`config.mk`:
```
export PLATFORM = sky130hd
export DESIGN_NAME = imm_extend_pipe_flat
export DESIGN_NICKNAME = d
export VERILOG_FILES = /design/src/rtl/imm_extend_pipe_pkg.sv /design/src/rtl/imm_extend_pipe_if.sv /design/src/rtl/imm_extend_pipe_core.sv /design/src/rtl/imm_extend_pipe.sv /design/src/flat_wrapper.sv
export SDC_FILE = /design/constraint.sdc
export NUM_CORES = 1
export LEC_CHECK = 0
export ABC_AREA = 0
export BUFFER_PORTS_ARGS = -buffer_cell sky130_fd_sc_hd__buf_2
export CORE_ASPECT_RATIO = 1.2
export CORE_MARGIN = 2
export CORE_UTILIZATION = 45
export CTS_CLUSTER_DIAMETER = 60
export DETAILED_ROUTE_END_ITERATION = 10
export PLACE_DENSITY = 0.65
export SETUP_SLACK_MARGIN = 0.4
export SYNTH_ARGS = -nofsm -noshare
export SYNTH_HDL_FRONTEND = slang
export SYNTH_HIERARCHICAL = 1
export SYNTH_SLANG_ARGS = --single-unit
export TNS_END_PERCENT = 50
```
`constraint.sdc`:
```
create_clock -name CLK -period 2.4 [get_ports CLK]
set_clock_uncertainty 0.05 [all_clocks]
set_input_delay 0.48 -clock CLK [delete_from_list [all_inputs] [get_ports CLK]]
set_output_delay 0.48 -clock CLK [all_outputs]
set_load 0.05 [all_outputs]
```
`src/rtl/imm_extend_pipe_pkg.sv`:
```
// Shared constants for the pipelined LEGv8 immediate generator.
package imm_pkg;

  localparam int INSTR_W = 26;
  localparam int CTRL_W  = 3;

  // Mode select encodings
  localparam logic [CTRL_W-1:0] IMM_I    = 3'b000;
  localparam logic [CTRL_W-1:0] IMM_D    = 3'b001;
  localparam logic [CTRL_W-1:0] IMM_B    = 3'b010;
  localparam logic [CTRL_W-1:0] IMM_CB   = 3'b011;
  localparam logic [CTRL_W-1:0] IMM_MOVZ = 3'b100;
  localparam logic [CTRL_W-1:0] IMM_MOVK = 3'b101;
  localparam logic [CTRL_W-1:0] IMM_BS   = 3'b110;
  localparam logic [CTRL_W-1:0] IMM_CBS  = 3'b111;

  // Field bit positions within instr[25:0]
  localparam int IMM12_MSB = 21, IMM12_LSB = 10;
  localparam int IMM9_MSB  = 20, IMM9_LSB  = 12;
  localparam int IMM26_MSB = 25, IMM26_LSB = 0;
  localparam int IMM19_MSB = 23, IMM19_LSB = 5;
  localparam int IMM16_MSB = 20, IMM16_LSB = 5;
  localparam int HW_MSB    = 22, HW_LSB    = 21;

  // Request captured in stage 1 (keep_val is width-parametric, held separately)
  typedef struct packed {
    logic [INSTR_W-1:0] instr;
    logic [CTRL_W-1:0]  ctrl;
  } req_t;

  // A halfword slot beyond bit 31 does not exist on a 32-bit datapath
  function automatic logic is_illegal(input int data_w, input logic [CTRL_W-1:0] ctrl,
                                      input logic [1:0] hw);
    return (data_w == 32) && ((ctrl == IMM_MOVZ) || (ctrl == IMM_MOVK)) && hw[1];
  endfunction

endpackage

```
`src/rtl/imm_extend_pipe_if.sv`:
```
// Request/response handshake bundle for imm_extend_pipe.
interface imm_extend_pipe_if #(parameter int DATA_W = 64);
  logic              in_valid;
  logic              in_ready;
  logic [25:0]       instr;
  logic [2:0]        ctrl;
  logic [DATA_W-1:0] keep_val;
  logic              out_valid;
  logic              out_ready;
  logic [DATA_W-1:0] imm;
  logic              err;

  // master: decode-side producer plus execute-side consumer
  modport master (output in_valid, instr, ctrl, keep_val, out_ready,
                  input  in_ready, out_valid, imm, err);
  // slave: the immediate generator itself
  modport slave  (input  in_valid, instr, ctrl, keep_val, out_ready,
                  output in_ready, out_valid, imm, err);
endinterface

```
`src/rtl/imm_extend_pipe_core.sv`:
```
// Combinational immediate decode: field extract, extend, scale, MOVZ/MOVK insert.
module imm_extend_core
  import imm_pkg::*;
#(
  parameter int DATA_W = 64
) (
  input  logic [INSTR_W-1:0] instr,
  input  logic [CTRL_W-1:0]  ctrl,
  input  logic [DATA_W-1:0]  keep_val,
  output logic [DATA_W-1:0]  imm,
  output logic               illegal
);

  logic [11:0]       imm12;
  logic [8:0]        imm9;
  logic [25:0]       imm26;
  logic [18:0]       imm19;
  logic [15:0]       imm16;
  logic [1:0]        hw;
  logic [5:0]        sh;
  logic [DATA_W-1:0] sx9, sx19, sx26, ins16, mask16, res;

  assign imm12 = instr[IMM12_MSB:IMM12_LSB];
  assign imm9  = instr[IMM9_MSB:IMM9_LSB];
  assign imm26 = instr[IMM26_MSB:IMM26_LSB];
  assign imm19 = instr[IMM19_MSB:IMM19_LSB];
  assign imm16 = instr[IMM16_MSB:IMM16_LSB];
  assign hw    = instr[HW_MSB:HW_LSB];

  assign sx9  = {{(DATA_W-9){imm9[8]}},   imm9};
  assign sx19 = {{(DATA_W-19){imm19[18]}}, imm19};
  assign sx26 = {{(DATA_W-26){imm26[25]}}, imm26};

  // Halfword slot offset is 16*hw; slots past DATA_W shift out and are flagged illegal
  assign sh     = {hw, 4'b0000};
  assign ins16  = {{(DATA_W-16){1'b0}}, imm16} << sh;
  assign mask16 = {{(DATA_W-16){1'b0}}, 16'hFFFF} << sh;

  assign illegal = is_illegal(DATA_W, ctrl, hw);

  // Mode mux; scaled modes drop bits shifted past the top
  always_comb begin
    res = '0;
    case (ctrl)
      IMM_I:    res = {{(DATA_W-12){1'b0}}, imm12};
      IMM_D:    res = sx9;
      IMM_B:    res = sx26;
      IMM_CB:   res = sx19;
      IMM_MOVZ: res = ins16;
      IMM_MOVK: res = (keep_val & ~mask16) | ins16;
      IMM_BS:   res = sx26 << 2;
      IMM_CBS:  res = sx19 << 2;
    endcase
  end

  assign imm = illegal ? '0 : res;

endmodule

```
`src/rtl/imm_extend_pipe.sv`:
```
// Two-stage immediate generator with valid/ready on both sides and an
// illegal-request counter. S1 holds the raw request, S2 holds the result.
module imm_extend_pipe
  import imm_pkg::*;
#(
  parameter int DATA_W = 64,
  parameter int CNT_W  = 8
) (
  input  logic             CLK,
  input  logic             resetl,
  imm_extend_pipe_if.slave bus,
  output logic [CNT_W-1:0] err_cnt
);

  if ((DATA_W != 32) && (DATA_W != 64)) begin : g_bad_width
    $error("imm_extend_pipe: DATA_W must be 32 or 64");
  end

  logic [2:1]        vld_pipe;
  req_t              s1_req;
  logic [DATA_W-1:0] s1_keep;
  logic [DATA_W-1:0] c_imm, s2_imm;
  logic              c_ill, s2_err;
  logic              accept, s2_load;

  // S2 refills whenever its slot is empty or draining this cycle
  assign s2_load      = vld_pipe[1] && (!vld_pipe[2] || bus.out_ready);
  assign bus.in_ready = !vld_pipe[1] || s2_load;
  assign accept       = bus.in_valid && bus.in_ready;

  imm_extend_core #(.DATA_W(DATA_W)) u_core (
    .instr   (s1_req.instr),
    .ctrl    (s1_req.ctrl),
    .keep_val(s1_keep),
    .imm     (c_imm),
    .illegal (c_ill)
  );

  // Stage registers: S1 captures request (incl. keep_val), S2 captures result
  always_ff @(posedge CLK or negedge resetl) begin
    if (!resetl) begin
      vld_pipe <= '0;
      s1_req   <= '0;
      s1_keep  <= '0;
      s2_imm   <= '0;
      s2_err   <= 1'b0;
    end else begin
      if (accept) begin
        vld_pipe[1]  <= 1'b1;
        s1_req.instr <= bus.instr;
        s1_req.ctrl  <= bus.ctrl;
        s1_keep      <= bus.keep_val;
      end else if (s2_load) begin
        vld_pipe[1]  <= 1'b0;
      end
      if (s2_load) begin
        vld_pipe[2] <= 1'b1;
        s2_imm      <= c_imm;
        s2_err      <= c_ill;
      end else if (bus.out_ready) begin
        vld_pipe[2] <= 1'b0;
      end
    end
  end

  // Saturating count of illegal requests, bumped at acceptance
  always_ff @(posedge CLK or negedge resetl) begin
    if (!resetl) begin
      err_cnt <= '0;
    end else if (accept && is_illegal(DATA_W, bus.ctrl, bus.instr[HW_MSB:HW_LSB])
                 && (err_cnt != '1)) begin
      err_cnt <= err_cnt + 1'b1;
    end
  end

  assign bus.out_valid = vld_pipe[2];
  assign bus.imm       = s2_imm;
  assign bus.err       = s2_err;

endmodule

```
`src/flat_wrapper.sv`:
```
// flat-port wrapper written by rule: the top's interface ports become plain ports
module imm_extend_pipe_flat import imm_pkg::*;
#(
  parameter int DATA_W = 64,
  parameter int CNT_W  = 8
)
  (CLK, resetl, err_cnt, bus_in_valid, bus_instr, bus_ctrl, bus_keep_val, bus_out_ready, bus_in_ready, bus_out_valid, bus_imm, bus_err);
  imm_extend_pipe_if #(.DATA_W(DATA_W)) bus_i ();
  input  logic CLK;
  input  logic resetl;
  output logic [CNT_W-1:0] err_cnt;
  input wire logic [$bits(bus_i.in_valid)-1:0] bus_in_valid;
  input wire logic [$bits(bus_i.instr)-1:0] bus_instr;
  input wire logic [$bits(bus_i.ctrl)-1:0] bus_ctrl;
  input wire logic [$bits(bus_i.keep_val)-1:0] bus_keep_val;
  input wire logic [$bits(bus_i.out_ready)-1:0] bus_out_ready;
  output wire logic [$bits(bus_i.in_ready)-1:0] bus_in_ready;
  output wire logic [$bits(bus_i.out_valid)-1:0] bus_out_valid;
  output wire logic [$bits(bus_i.imm)-1:0] bus_imm;
  output wire logic [$bits(bus_i.err)-1:0] bus_err;
  assign bus_i.in_valid = bus_in_valid;
  assign bus_i.instr = bus_instr;
  assign bus_i.ctrl = bus_ctrl;
  assign bus_i.keep_val = bus_keep_val;
  assign bus_i.out_ready = bus_out_ready;
  assign bus_in_ready = bus_i.in_ready;
  assign bus_out_valid = bus_i.out_valid;
  assign bus_imm = bus_i.imm;
  assign bus_err = bus_i.err;
  imm_extend_pipe #(.DATA_W(DATA_W), .CNT_W(CNT_W)) u_core (.CLK(CLK), .resetl(resetl), .bus(bus_i), .err_cnt(err_cnt));
endmodule
```
==> run_results.csv <==
group,metric,value,unit
global_routing,grt_pass1_vias,6110,
global_routing,grt_max_degree,58,
die,die_h,157,um
cells_and_area,drive_gt1_frac,0.494,
sta,drv_slew,0,
setup_path,crit_chain,"buf_4, nor3b_1, o21ai_2, a21boi_4, buf_12, clkbuf_16, o21ai_1, mux2_4",
logic_synthesis,yosysUniqueCellTypes,55,
logic_synthesis,synth_area,0.00873,mm^2
logic_synthesis,synth_top_family_by_area,"multiplexers",
setup_path,crit_buf_inv,3,
cells_and_area,post-route-cell-area,0.0105,mm^2
placement,dp.cells,1064,
detailed_routing,wl_per_cell,21.7,um
cts,htreeDepth,4,
detailed_routing,dr.first_iter.drc_count,772,
logic_synthesis,synthFlopType,"dfrtp_1",
setup_path,worst_setup_path_end_kind,"flop",
logic_synthesis,synthXorXnorAreaFrac,0.00100,
setup_path,critPathKind,"reg2reg",
cells_and_area,utilization,0.552,
global_routing,antenna_found_initial,0,
logic_synthesis,synth_edf_count,0,
logic_synthesis,synth_compound_area_frac,0.129,
cts,tritoncts,"built",
cells_and_area,syn2layout_area_growth,19.8,%
logic_synthesis,yosysWarnings,22,
sta,worstMarginPinSlew,0.736,ns
outcome,status,"finished, final reports clean",
global_routing,grtUsageTotal,0.233,
die,coreArea,0.0189,mm^2
detailed_routing,ant_nets,0,
logic_synthesis,synth-simple-area-share,0.0635,
pwr,max-vdd-ir-drop,550,uV
logic_synthesis,syn_avg_cell_area,12.8,um^2
logic_synthesis,synthAdderAreaFrac,0,
detailed_routing,route.detailed.drc,0,
placement,hpwl,16.2,mm
die,die_w,131,um
die,dieArea,0.0205,mm^2
min_path,min-delay-path-class,"in2reg",
logic_synthesis,ys_seq_area_frac,0.459,
detailed_routing,via_per_inst,5.71,
cts,clock-root-buffer,"clkbuf_16",
die,initial_utilization,0.461,
sta,fmax,503,MHz
sta,slew_headroom,0.509,
sta,fin_crit,1.99,ns
detailed_routing,first_pass_iters,7,
cells_and_area,nets,937,
cells_and_area,instances_no_fill,1109,
cts,cts.sinks,160,
setup_path,slowest_stage,"dfrtp_2",
pwr,p_per_area,1060,mW/mm^2
setup_path,slowest_delay,0.51,ns
die,ioPinCount,172,
sta,hold_viol_final,0,
cells_and_area,most-common-layout-cells,"buf_2, dfrtp_1, mux2_4, a22oi_1, mux2_2",
setup_path,crit_family,"buffers and inverters",
run,cap_violations,0,
placement,finalWeightedCongestion,0.891,
die,rows,55,
logic_synthesis,synth-async-reset-ratio,1.00,
detailed_routing,via_count,6334,
cts,cts_buffers,17,
sta,tns,0,ns
sta,setup_viol,0,
setup_path,worstPathArrival,2.26,ns
logic_synthesis,syn-instance-count,682,
setup_path,cp-start-kind,"flop",
setup_path,crit_fanout,18,
cells_and_area,layout_commonest_cell,"buf_2",
placement,place_area,0.00968,mm^2
sta,fin_crit_sh,0.829,
global_routing,grt_overflow_total,0,
cells_and_area,n_antenna_cell,0,
cts,cts_buffer_depth,2,
logic_synthesis,synth_mux_area_frac,0.277,
sta,rsz0062_at_grt,"false",
pwr,power,11100,uW
cts,clock_latency,0.43,ns
placement,io_buffers,163,
logic_synthesis,ys_seq_elements,160,
global_routing,grt_pass1_wl,36.3,mm
setup_path,required,2.67,ns
detailed_routing,finalWirelength,24.0,mm
cts,clkTransAtPathRegs,0.07,ns
pwr,leakagePower,0.00507,uW
==> cell type report <==
type / count / area, um^2
Sequential cell: 160 / 4010
Inverter: 12 / 45.0
Timing Repair Buffer: 205 / 1360
Multi-Input combinational cell: 444 / 4170
Tap cell: 256 / 320
Clock inverter: 15 / 126
Clock buffer: 17 / 425
Fill cell: 1631 / 8470
==> registers in the layout (all words and copies together) (netlist names) <==
register	cells
u_core/bus.imm	64
u_core/s1_keep	64
u_core/vld_pipe	2
u_core/s1_req	29
u_core/bus.err	1
==> stage by stage <==
stage	hold slack [ns]	worst slack (ns)
after detailed placement	0.323	0.250
after CTS	0.212	0.322
final	0.220	0.410
after floorplan	0.134	0.504
after global placement	0.324	0.258
after global routing	0.212	0.380
==> logic make-up (layout without fill, tap and decap cells) <==
family	count (synthesis)	after routing
XOR/XNOR	1	1
AO/OA/AOI/OAI	159	159
buffers and inverters	85	249
flip-flops	160	160
multiplexers	176	176
AND/OR/NAND/NOR	99	99
other	2	9
==> final timing paths <==
kind | startpoint | endpoint | slack (ns) | cells after the start
setup / recovery | u_core/s1_req[2] | u_core/bus.imm[29] | 0.41 | 8
hold / removal | bus_keep_val[2] | u_core/s1_keep[2] | 0.22 | 2
setup reg to reg | u_core/s1_req[2] | u_core/bus.imm[29] | 0.41 | 8
hold reg to reg | u_core/bus.imm[0] | u_core/bus.imm[0] | 0.46 | 1
max in group asynchronous | resetl | u_core/s1_req[24] | 1.24 | 3
min in group asynchronous | resetl | u_core/s1_keep[34] | 0.44 | 2
==> worst register-to-register path, stage by stage, from the launching register on <==
cell	delay, ns
dfrtp_2	0.51
buf_4	0.19
nor3b_1	0.06
o21ai_2	0.17
a21boi_4	0.22
buf_12	0.15
clkbuf_16	0.18
o21ai_1	0.09
mux2_4	0.27
==> metal layers <==
metal | up-vias | track usage | share of wire
met5 | - | 0 | 0
met4 | 0 | 0.0864 | 0.023
met3 | 53 | 0.0434 | 0.082
met2 | 352 | 0.372 | 0.47
met1 | 3119 | 0.318 | 0.42
li1 | 2810 | - | -
==> synthesized netlist by cell type (3+ instances only) <==
cell type	count	area [um^2]
nor2_1	21	78.8
dfrtp_1	160	4000
o211ai_1	3	22.5
o21ai_0	27	135
nand2_1	27	101
nor2b_1	8	50.1
a31oi_1	5	31.3
a222oi_1	8	80.1
buf_12	8	160
a22oi_1	42	315
nand3_1	5	25.0
nand2b_1	5	31.3
a221oi_1	9	78.8
clkbuf_1	17	63.8
mux2_4	120	1800
and2_1	5	31.3
buf_2	23	115
nor2_4	3	33.8
o2bb2ai_1	3	26.3
a22o_1	6	52.6
inv_1	12	45.0
nand4_1	4	25.0
mux2_2	41	462
a21oi_1	12	60.1
a2bb2oi_1	3	26.3
a32oi_1	6	52.6
mux2i_1	15	150
nor3_1	3	15.0
o21ai_1	21	105
buf_8	4	60.1
buf_4	19	143
o22a_1	3	26.3
nor3b_1	4	30.0
==> where the power goes <==
group          leakage, uW  switching, uW  internal, uW  total, uW
logic              0.00289           2820          1760       4580
registers          0.00192            611          3350       3960
clock network     0.000263           1210          1350       2560
==> timing repair <==
| action | CTS | global route |
|---|---|---|
| endpoints found under the hold margin | 25 | 0 |
| gates resized for setup | 3 | 14 |
| endpoints found under the setup margin | 39 | 62 |
| pin swaps | 0 | 4 |
| hold buffers | 1 | 0 |
| gates cloned | 0 | 3 |
| buffers inserted | 0 | 9 |
Note: power is estimated with default switching activity, not from simulation.
